--- src/rtl/axis_frame_encoder.sv ---
// -----------------------------------------------------------------------------
// axis_frame_encoder
//
// Byte-wide AXI4-Stream frame encoder for the TX side of the framing layer.
// Each input packet is wrapped as START_BYTE, payload, STOP_BYTE. Any payload
// byte equal to one of the three marker bytes is sent as ESCAPE_BYTE followed
// by (byte ^ XOR_MASK). The receiving decoder drops ESCAPE_BYTE and XORs the
// next byte with XOR_MASK. The output is a single register stage, so the
// encoder sustains one byte per cycle.
//
// Ports
//   aclk, aresetn      clock, asynchronous active-low reset
//   target_*           AXI4-Stream input (tvalid/tready/tdata/tlast)
//   initiator_*        AXI4-Stream output, registered; tlast marks STOP_BYTE
//   frame_count        completed frames (STOP handshakes), wraps
//   escape_count       inserted escape bytes, wraps
//   busy               encoder FSM is not idle
// -----------------------------------------------------------------------------
module axis_frame_encoder #(
    parameter logic [7:0] ESCAPE_BYTE = 8'h7F,
    parameter logic [7:0] START_BYTE  = 8'h7D,
    parameter logic [7:0] STOP_BYTE   = 8'h7E,
    parameter logic [7:0] XOR_MASK    = 8'h00,
    parameter int         CNT_WIDTH   = 16
) (
    input  logic                 aclk,
    input  logic                 aresetn,
    input  logic                 target_tvalid,
    output logic                 target_tready,
    input  logic [7:0]           target_tdata,
    input  logic                 target_tlast,
    output logic                 initiator_tvalid,
    input  logic                 initiator_tready,
    output logic [7:0]           initiator_tdata,
    output logic                 initiator_tlast,
    output logic [CNT_WIDTH-1:0] frame_count,
    output logic [CNT_WIDTH-1:0] escape_count,
    output logic                 busy
);

    // The decoder could not tell markers apart if any two were equal.
    if ((START_BYTE == STOP_BYTE) || (START_BYTE == ESCAPE_BYTE) ||
        (STOP_BYTE == ESCAPE_BYTE)) begin : g_marker_check
        $fatal(1, "axis_frame_encoder: START/STOP/ESCAPE bytes must be distinct");
    end

    localparam logic [CNT_WIDTH-1:0] CNT_ONE = {{(CNT_WIDTH-1){1'b0}}, 1'b1};

    typedef enum logic [1:0] {
        ST_IDLE = 2'd0,
        ST_DATA = 2'd1,
        ST_ESC  = 2'd2,
        ST_STOP = 2'd3
    } state_t;

    // True when a payload byte collides with a framing marker.
    function automatic logic is_marker(input logic [7:0] b);
        is_marker = (b == START_BYTE) || (b == STOP_BYTE) || (b == ESCAPE_BYTE);
    endfunction

    state_t                 state_q, state_d;
    logic                   out_valid_q, out_valid_d;
    logic [7:0]             out_data_q, out_data_d;
    logic                   out_last_q, out_last_d;
    logic [CNT_WIDTH-1:0]   frame_cnt_q, frame_cnt_d;
    logic [CNT_WIDTH-1:0]   esc_cnt_q, esc_cnt_d;

    logic                   load_s;
    logic                   match_s;
    logic                   emit_s;
    logic [7:0]             emit_data_s;
    logic                   emit_last_s;
    logic                   tready_s;
    logic                   esc_inc_s;

    // The output register can take a new beat when empty or being drained.
    assign load_s  = !out_valid_q || initiator_tready;
    assign match_s = is_marker(target_tdata);

    // FSM next state, emit strobe/byte and input ready.
    always_comb begin
        state_d     = state_q;
        emit_s      = 1'b0;
        emit_data_s = 8'h00;
        emit_last_s = 1'b0;
        tready_s    = 1'b0;
        esc_inc_s   = 1'b0;
        case (state_q)
            ST_IDLE: begin
                // START goes out without consuming the first payload byte.
                if (load_s && target_tvalid) begin
                    emit_s      = 1'b1;
                    emit_data_s = START_BYTE;
                    state_d     = ST_DATA;
                end else begin
                    state_d     = ST_IDLE;
                end
            end
            ST_DATA: begin
                if (load_s && target_tvalid && match_s) begin
                    // Escape prefix first; the byte itself stays held upstream.
                    emit_s      = 1'b1;
                    emit_data_s = ESCAPE_BYTE;
                    esc_inc_s   = 1'b1;
                    state_d     = ST_ESC;
                end else if (load_s && target_tvalid) begin
                    emit_s      = 1'b1;
                    emit_data_s = target_tdata;
                    tready_s    = 1'b1;
                    state_d     = target_tlast ? ST_STOP : ST_DATA;
                end else begin
                    state_d     = ST_DATA;
                end
            end
            ST_ESC: begin
                // Input is still valid here: it was not accepted in DATA.
                if (load_s) begin
                    emit_s      = 1'b1;
                    emit_data_s = target_tdata ^ XOR_MASK;
                    tready_s    = 1'b1;
                    state_d     = target_tlast ? ST_STOP : ST_DATA;
                end else begin
                    state_d     = ST_ESC;
                end
            end
            ST_STOP: begin
                if (load_s) begin
                    emit_s      = 1'b1;
                    emit_data_s = STOP_BYTE;
                    emit_last_s = 1'b1;
                    state_d     = ST_IDLE;
                end else begin
                    state_d     = ST_STOP;
                end
            end
            default: begin
                state_d = ST_IDLE;
            end
        endcase
    end

    // Output register and statistics counters next state.
    always_comb begin
        out_valid_d = out_valid_q;
        out_data_d  = out_data_q;
        out_last_d  = out_last_q;
        frame_cnt_d = frame_cnt_q;
        esc_cnt_d   = esc_cnt_q;
        if (load_s) begin
            out_valid_d = emit_s;
            // Data/last hold their old value on bubbles so a stall never glitches.
            if (emit_s) begin
                out_data_d = emit_data_s;
                out_last_d = emit_last_s;
            end else begin
                out_data_d = out_data_q;
                out_last_d = out_last_q;
            end
        end else begin
            out_valid_d = out_valid_q;
        end
        if (out_valid_q && initiator_tready && out_last_q) begin
            frame_cnt_d = frame_cnt_q + CNT_ONE;
        end else begin
            frame_cnt_d = frame_cnt_q;
        end
        if (esc_inc_s) begin
            esc_cnt_d = esc_cnt_q + CNT_ONE;
        end else begin
            esc_cnt_d = esc_cnt_q;
        end
    end

    // State, output and counter registers.
    always_ff @(posedge aclk or negedge aresetn) begin
        if (!aresetn) begin
            state_q     <= ST_IDLE;
            out_valid_q <= 1'b0;
            out_data_q  <= 8'h00;
            out_last_q  <= 1'b0;
            frame_cnt_q <= {CNT_WIDTH{1'b0}};
            esc_cnt_q   <= {CNT_WIDTH{1'b0}};
        end else begin
            state_q     <= state_d;
            out_valid_q <= out_valid_d;
            out_data_q  <= out_data_d;
            out_last_q  <= out_last_d;
            frame_cnt_q <= frame_cnt_d;
            esc_cnt_q   <= esc_cnt_d;
        end
    end

    assign target_tready    = tready_s;
    assign initiator_tvalid = out_valid_q;
    assign initiator_tdata  = out_data_q;
    assign initiator_tlast  = out_last_q;
    assign frame_count      = frame_cnt_q;
    assign escape_count     = esc_cnt_q;
    assign busy             = (state_q != ST_IDLE);

endmodule

--- config.mk ---
export PLATFORM = sky130hd
export DESIGN_NAME = axis_frame_encoder
export DESIGN_NICKNAME = d
export VERILOG_FILES = /design/src/rtl/axis_frame_encoder.sv
export SDC_FILE = /design/constraint.sdc
export NUM_CORES = 1
export LEC_CHECK = 0
export ABC_AREA = 1
export CORE_ASPECT_RATIO = 2
export CORE_MARGIN = 2
export CORE_UTILIZATION = 46
export CTS_CLUSTER_SIZE = 10
export DETAILED_ROUTE_END_ITERATION = 6
export PLACE_DENSITY = 0.76
export SETUP_SLACK_MARGIN = 0.05
export SYNTH_ARGS = -nofsm -noshare
export SYNTH_HDL_FRONTEND = slang
export SYNTH_SLANG_ARGS = --single-unit
--- constraint.sdc ---
create_clock -name aclk -period 1.35 [get_ports aclk]
set_input_delay 0.3375 -clock aclk [delete_from_list [all_inputs] [get_ports aclk]]
set_output_delay 0.3375 -clock aclk [all_outputs]
set_load 0.02 [all_outputs]
# Word-level counts from Yosys, hierarchy flattened
# Cells that the tools add are included.
dict set report word_totals {
  register_bits 44
  output_inout_bits 44
  elab_cells 46
}
dict set report op_classes {
  n_addsub 2
  eq_ne 6
  n_mux 20
  reduce_logical 12
}
# cell count
set ops {}
lappend ops {{16-bit by 1-bit adder with 16-bit output (second input constant)} 2}
lappend ops {{8-bit one-hot mux with 4 select lines} 1}
lappend ops {{8-bit by 7-bit == test with 1-bit output (second input constant)} 3}
lappend ops {{8-bit two-way mux} 2}
lappend ops {{2-bit two-way mux} 5}
lappend ops {{1-bit two-way mux} 8}
lappend ops {{2-bit one-hot mux with 4 select lines} 1}
lappend ops {{7-bit two-way mux} 1}
lappend ops {{2-bit == test (second input constant)} 2}
lappend ops {{1-bit logical AND} 4}
lappend ops {{1-bit logical OR} 3}
lappend ops {{1-bit one-hot mux with 3 select lines} 1}
lappend ops {{2-bit by 1-bit == test with 1-bit output (second input constant)} 1}
lappend ops {{2-bit zero test} 1}
lappend ops {{1-bit one-hot mux with 2 select lines} 1}
lappend ops {{2-bit AND reduction} 1}
lappend ops {{2-bit nonzero test} 1}
lappend ops {{2-bit OR reduction} 1}
lappend ops {{1-bit zero test} 1}

# Depth between registers and ports, before layout
# Gate-level depths: netlist of the first run.
dict set report logic_depth {
  word_depth 7
  mapped_depth 10
  ltp_nobuf 10
}

# Least setup slack after synthesis of the first run
# OpenSTA, ideal clock, no wires.
dict set report synth_timing {
  path_kind {register to output}
  startpoint {register state_q[1]}
  endpoint {output port target_tready}
  arrival_ps 1429
  required_time_ps 1013
  setup_slack_ps -417
  stages_incl_launch_ff 7
  n_path_buf 0
  cell_sequence {dfrtp_1 > inv_1 > ha_1 > nand3_4 > inv_1 > nand2_1 > a21boi_0}
}
dict set report synth_between {
  elab_chain_cells 2
}
# item line
set synth_rtl {}
lappend synth_rtl {{start, declared} 61} ;# state_t state_q, state_d;
lappend synth_rtl {{start signal, assigned} 184} ;# state_q <= state_d;
lappend synth_rtl {{2-bit == test / 2-bit by 1-bit == test with 1-bit output (equally long branches)} 88} ;# case (state_q)
lappend synth_rtl {{1-bit one-hot mux with 2 select lines *} 88}
lappend synth_rtl {{end, declared} 29} ;# output logic target_tready,
# Mark *: on every way between the ends. The rest lies on a longest branch, timed or not.

# Final worst setup path of the first run
dict set report layout_timing {
  startpoint {register state_q[0]}
  endpoint {output port target_tready}
}
# The elaborated chain is that of the path after synthesis.

==> results of run 1 <==
==> how the worst min path moves through the flow <==
stage / startpoint / endpoint / slack, ps / cells past startpoint
after floorplan: aresetn / escape_count[0] / 40 / 0
final: aresetn / frame_count[5] / 9 / 2
after CTS: aresetn / frame_count[5] / 30 / 2
after detailed placement: aresetn / frame_count[5] / 340 / 2
after global placement: aresetn / frame_count[5] / 340 / 2
after global routing: aresetn / frame_count[5] / 40 / 2
==> timing repair <==
item,in CTS,in global routing
endpoints found under the setup margin,80,59
gates cloned,3,1
resized for setup,175,68
buffers inserted,9,11
pin swaps,16,20
==> report_power, final <==
part / internal [W] / leakage (nW) / switching [W]
logic: 0.00129 / 1.67 / 0.00137
registers: 0.00151 / 0.551 / 0.000182
clock network: 0.000738 / 0.0701 / 0.000528
==> per-stage QoR <==
stage	hold slack, ps	setup WS (ps)	std cells
after CTS	27.35	-390.2	531
after global placement	335.6	-993.5	512
after floorplan	41.91	-120.5	337
final	8.579	-430.4	540
after global routing	41.12	-471.9	540
after detailed placement	337.3	-985.5	512
==> Yosys cell counts (all sizes together) (2+ instances only) <==
| master | count |
|---|---|
| xor2 | 11 |
| nor3 | 3 |
| nand4 | 13 |
| nand3b | 2 |
| inv | 40 |
| dfrtp | 44 |
| nand2 | 118 |
| o21ai | 17 |
| buf | 4 |
| xnor2 | 7 |
| ha | 7 |
| nand3 | 16 |
| a21oi | 8 |
| nor2 | 45 |
==> critical path: stages, from the launching register on <==
cell,delay (ps)
dfrtp_1,390
buf_6,130
ha_4,140
nand3_4,80
inv_4,70
nand2_4,50
a21boi_4,150
buf_6,130
==> state kept, by name (all words and copies together) (netlist names) <==
signal and cells:
escape_count 16, frame_count 16, initiator_tdata 8, state_q 2, initiator_tlast 1, initiator_tvalid 1
==> per-layer routing <==
layer  vias to the layer above  track usage, %  wire length [um]
li1                       1346               -                 -
met1                      1401           24.72              2894
met2                       137           45.00              5032
met3                        48           4.297               443
met4                         0           17.52               525
met5                         -               0                 0
==> kinds of logic (layout without fill, tap and decap cells) <==
kind of cell,Yosys count,in the layout
flops,44,44
xor+xnor,18,18
buf+inv,44,186
fa+ha+maj,7,7
simple gates,198,198
compound gates,26,26
==> final cells by class <==
type / count / share of cell area [%]
Clock inverter: 1 / 0.1729
Tap cell: 61 / 1.757
Inverter: 40 / 3.918
Sequential cell: 44 / 25.61
Multi-Input combinational cell: 249 / 36.91
Timing Repair Buffer: 138 / 28.35
Clock buffer: 7 / 3.284
==> flow_summary.json, run 1 <==
{
  "fin_setup_tns_ps": -9499,
  "final_cell_mix": "90 x nand2_1, 58 x buf_4, 35 x dfrtp_1",
  "fin_crit_sh_pct": 131.9,
  "grt_antenna_before_repair": 0,
  "hp-class": "in -> async",
  "powerDensity_mw_per_mm2": 1295,
  "worst_ep_required_time_ps": 1010,
  "drive_gt1_share_pct": 45.30,
  "overflow": 0,
  "synth_edf_count": 0,
  "num_io_pins": 57,
  "start_util_pct": 47.06,
  "drc": 0,
  "wl_per_cell_um": 16.47,
  "synth_top_family_by_area": "simple AND/OR/NAND/NOR gates",
  "ys_dominant_reg_cell": "dfrtp_1",
  "ys_ff_latch": 44,
  "final_area_mm2": 0.004343,
  "portBuffers": 56,
  "ant_nets": 0,
  "layout_commonest_cell": "nand2_1",
  "violations": "setup timing",
  "endpoint": "target_tready",
  "grt_pass1_wl_um": 12560,
  "r2r-end": "escape_count[5]",
  "multi_input_area_mm2": 0.001603,
  "yosys_warnings": 0,
  "drv_cap": 0,
  "yosysTopAreaCellShare_pct": 41.33,
  "finalNetCount": 498,
  "synth_simple_gate_area_share_pct": 35.79,
  "regArea_mm2": 0.001112,
  "routed_wl_um": 8896,
  "seq_area_frac_synth_pct": 41.33,
  "dieArea_mm2": 0.006453,
  "syn_inst": 337,
  "final_max_slew_viol_count": 0,
  "tightest_slew_ps": 388.4,
  "clkLatencyLatePin_ps": 290,
  "async_flop_share_pct": 100.0,
  "vias_per_cell": 5.430,
  "fp.dieH_um": 111.6,
  "yosysTopAreaCell": "dfrtp_1",
  "p_leak_nw": 2.292,
  "r2r_slack_ps": -410,
  "avgSynthCellArea_um2": 7.904,
  "vias": 2932,
  "grt_pass1_vias": 2929,
  "place.gp.congestion": 0.8937,
  "synth_nets": 357,
  "die_w_um": 57.81,
  "tritoncts": "yes",
  "max_clock_freq_ghz": 0.5617,
  "syn-cell-area_mm2": 0.002664,
  "fin_util_pct": 76.72,
  "path_clk_slew_ps": 60,
  "crit_fanout": 2,
  "hpwl_um": 5251,
  "ys_types": 31,
  "relSlewSlack_pct": 74.05,
  "synth_mux_area_share_pct": 0,
  "grt_usage_pct": 25.09,
  "cts_root_buf": "clkbuf_16",
  "synthAdderAreaFrac_pct": 3.288,
  "finalSetupViolations": 33,
  "crit_type": "reg -> out",
  "peakVddDrop_mv": 1.307,
  "synth_area_leaders": "dfrtp_1 41%, nand2_1 15%, nor2_1 5.5%",
  "rr_worst_depth": 10,
  "cts-buffers-inserted": 5,
  "synth_compound_area_share_pct": 5.261,
  "clock-sinks": 44,
  "fin_ws_ps": -430.4,
  "rsz0062_at_grt": "yes",
  "cts.path.max_buffers": 2,
  "worstSetupEndpointType": "primary output",
  "cp-start-kind": "flop",
  "fin_skew_ps": 7.857,
  "postCtsHoldBufs": 0,
  "grt_max_degree": 45,
  "drt_iter0_drc": 91,
  "synthToLayoutAreaGrowth_pct": 63.03,
  "hold_violations": 0,
  "antenna_cells": 0,
  "cp.arrival_ps": 1440,
  "period_needed_ps": 1780,
  "core_area_mm2": 0.005660,
  "placed_area_mm2": 0.003857,
  "power.total_w": 0.005622,
  "h-tree-depth": 2,
  "fill_cells": 345,
  "rows": 39,
  "yosys.area_share.xor_xnor_pct": 7.046,
  "firstDrtPassIters": 4,
  "worstReg2RegStart": "state_q[0]",
  "startpoint": "state_q[0]",
  "status": "complete, but fails checks"
}
(Power assumes the default switching activity.)
==> run 2, diff against run 1 <==
--- a/config.mk
+++ b/config.mk
@@ -11,6 +11,7 @@
 export CORE_UTILIZATION = 46
 export CTS_CLUSTER_SIZE = 10
 export DETAILED_ROUTE_END_ITERATION = 6
+export GPL_ROUTABILITY_DRIVEN = 0
 export PLACE_DENSITY = 0.76
 export SETUP_SLACK_MARGIN = 0.05
 export SYNTH_ARGS = -nofsm -noshare
==> results of run 2 <==
The final DEF is identical to that of run 1; final timing and power are the same.
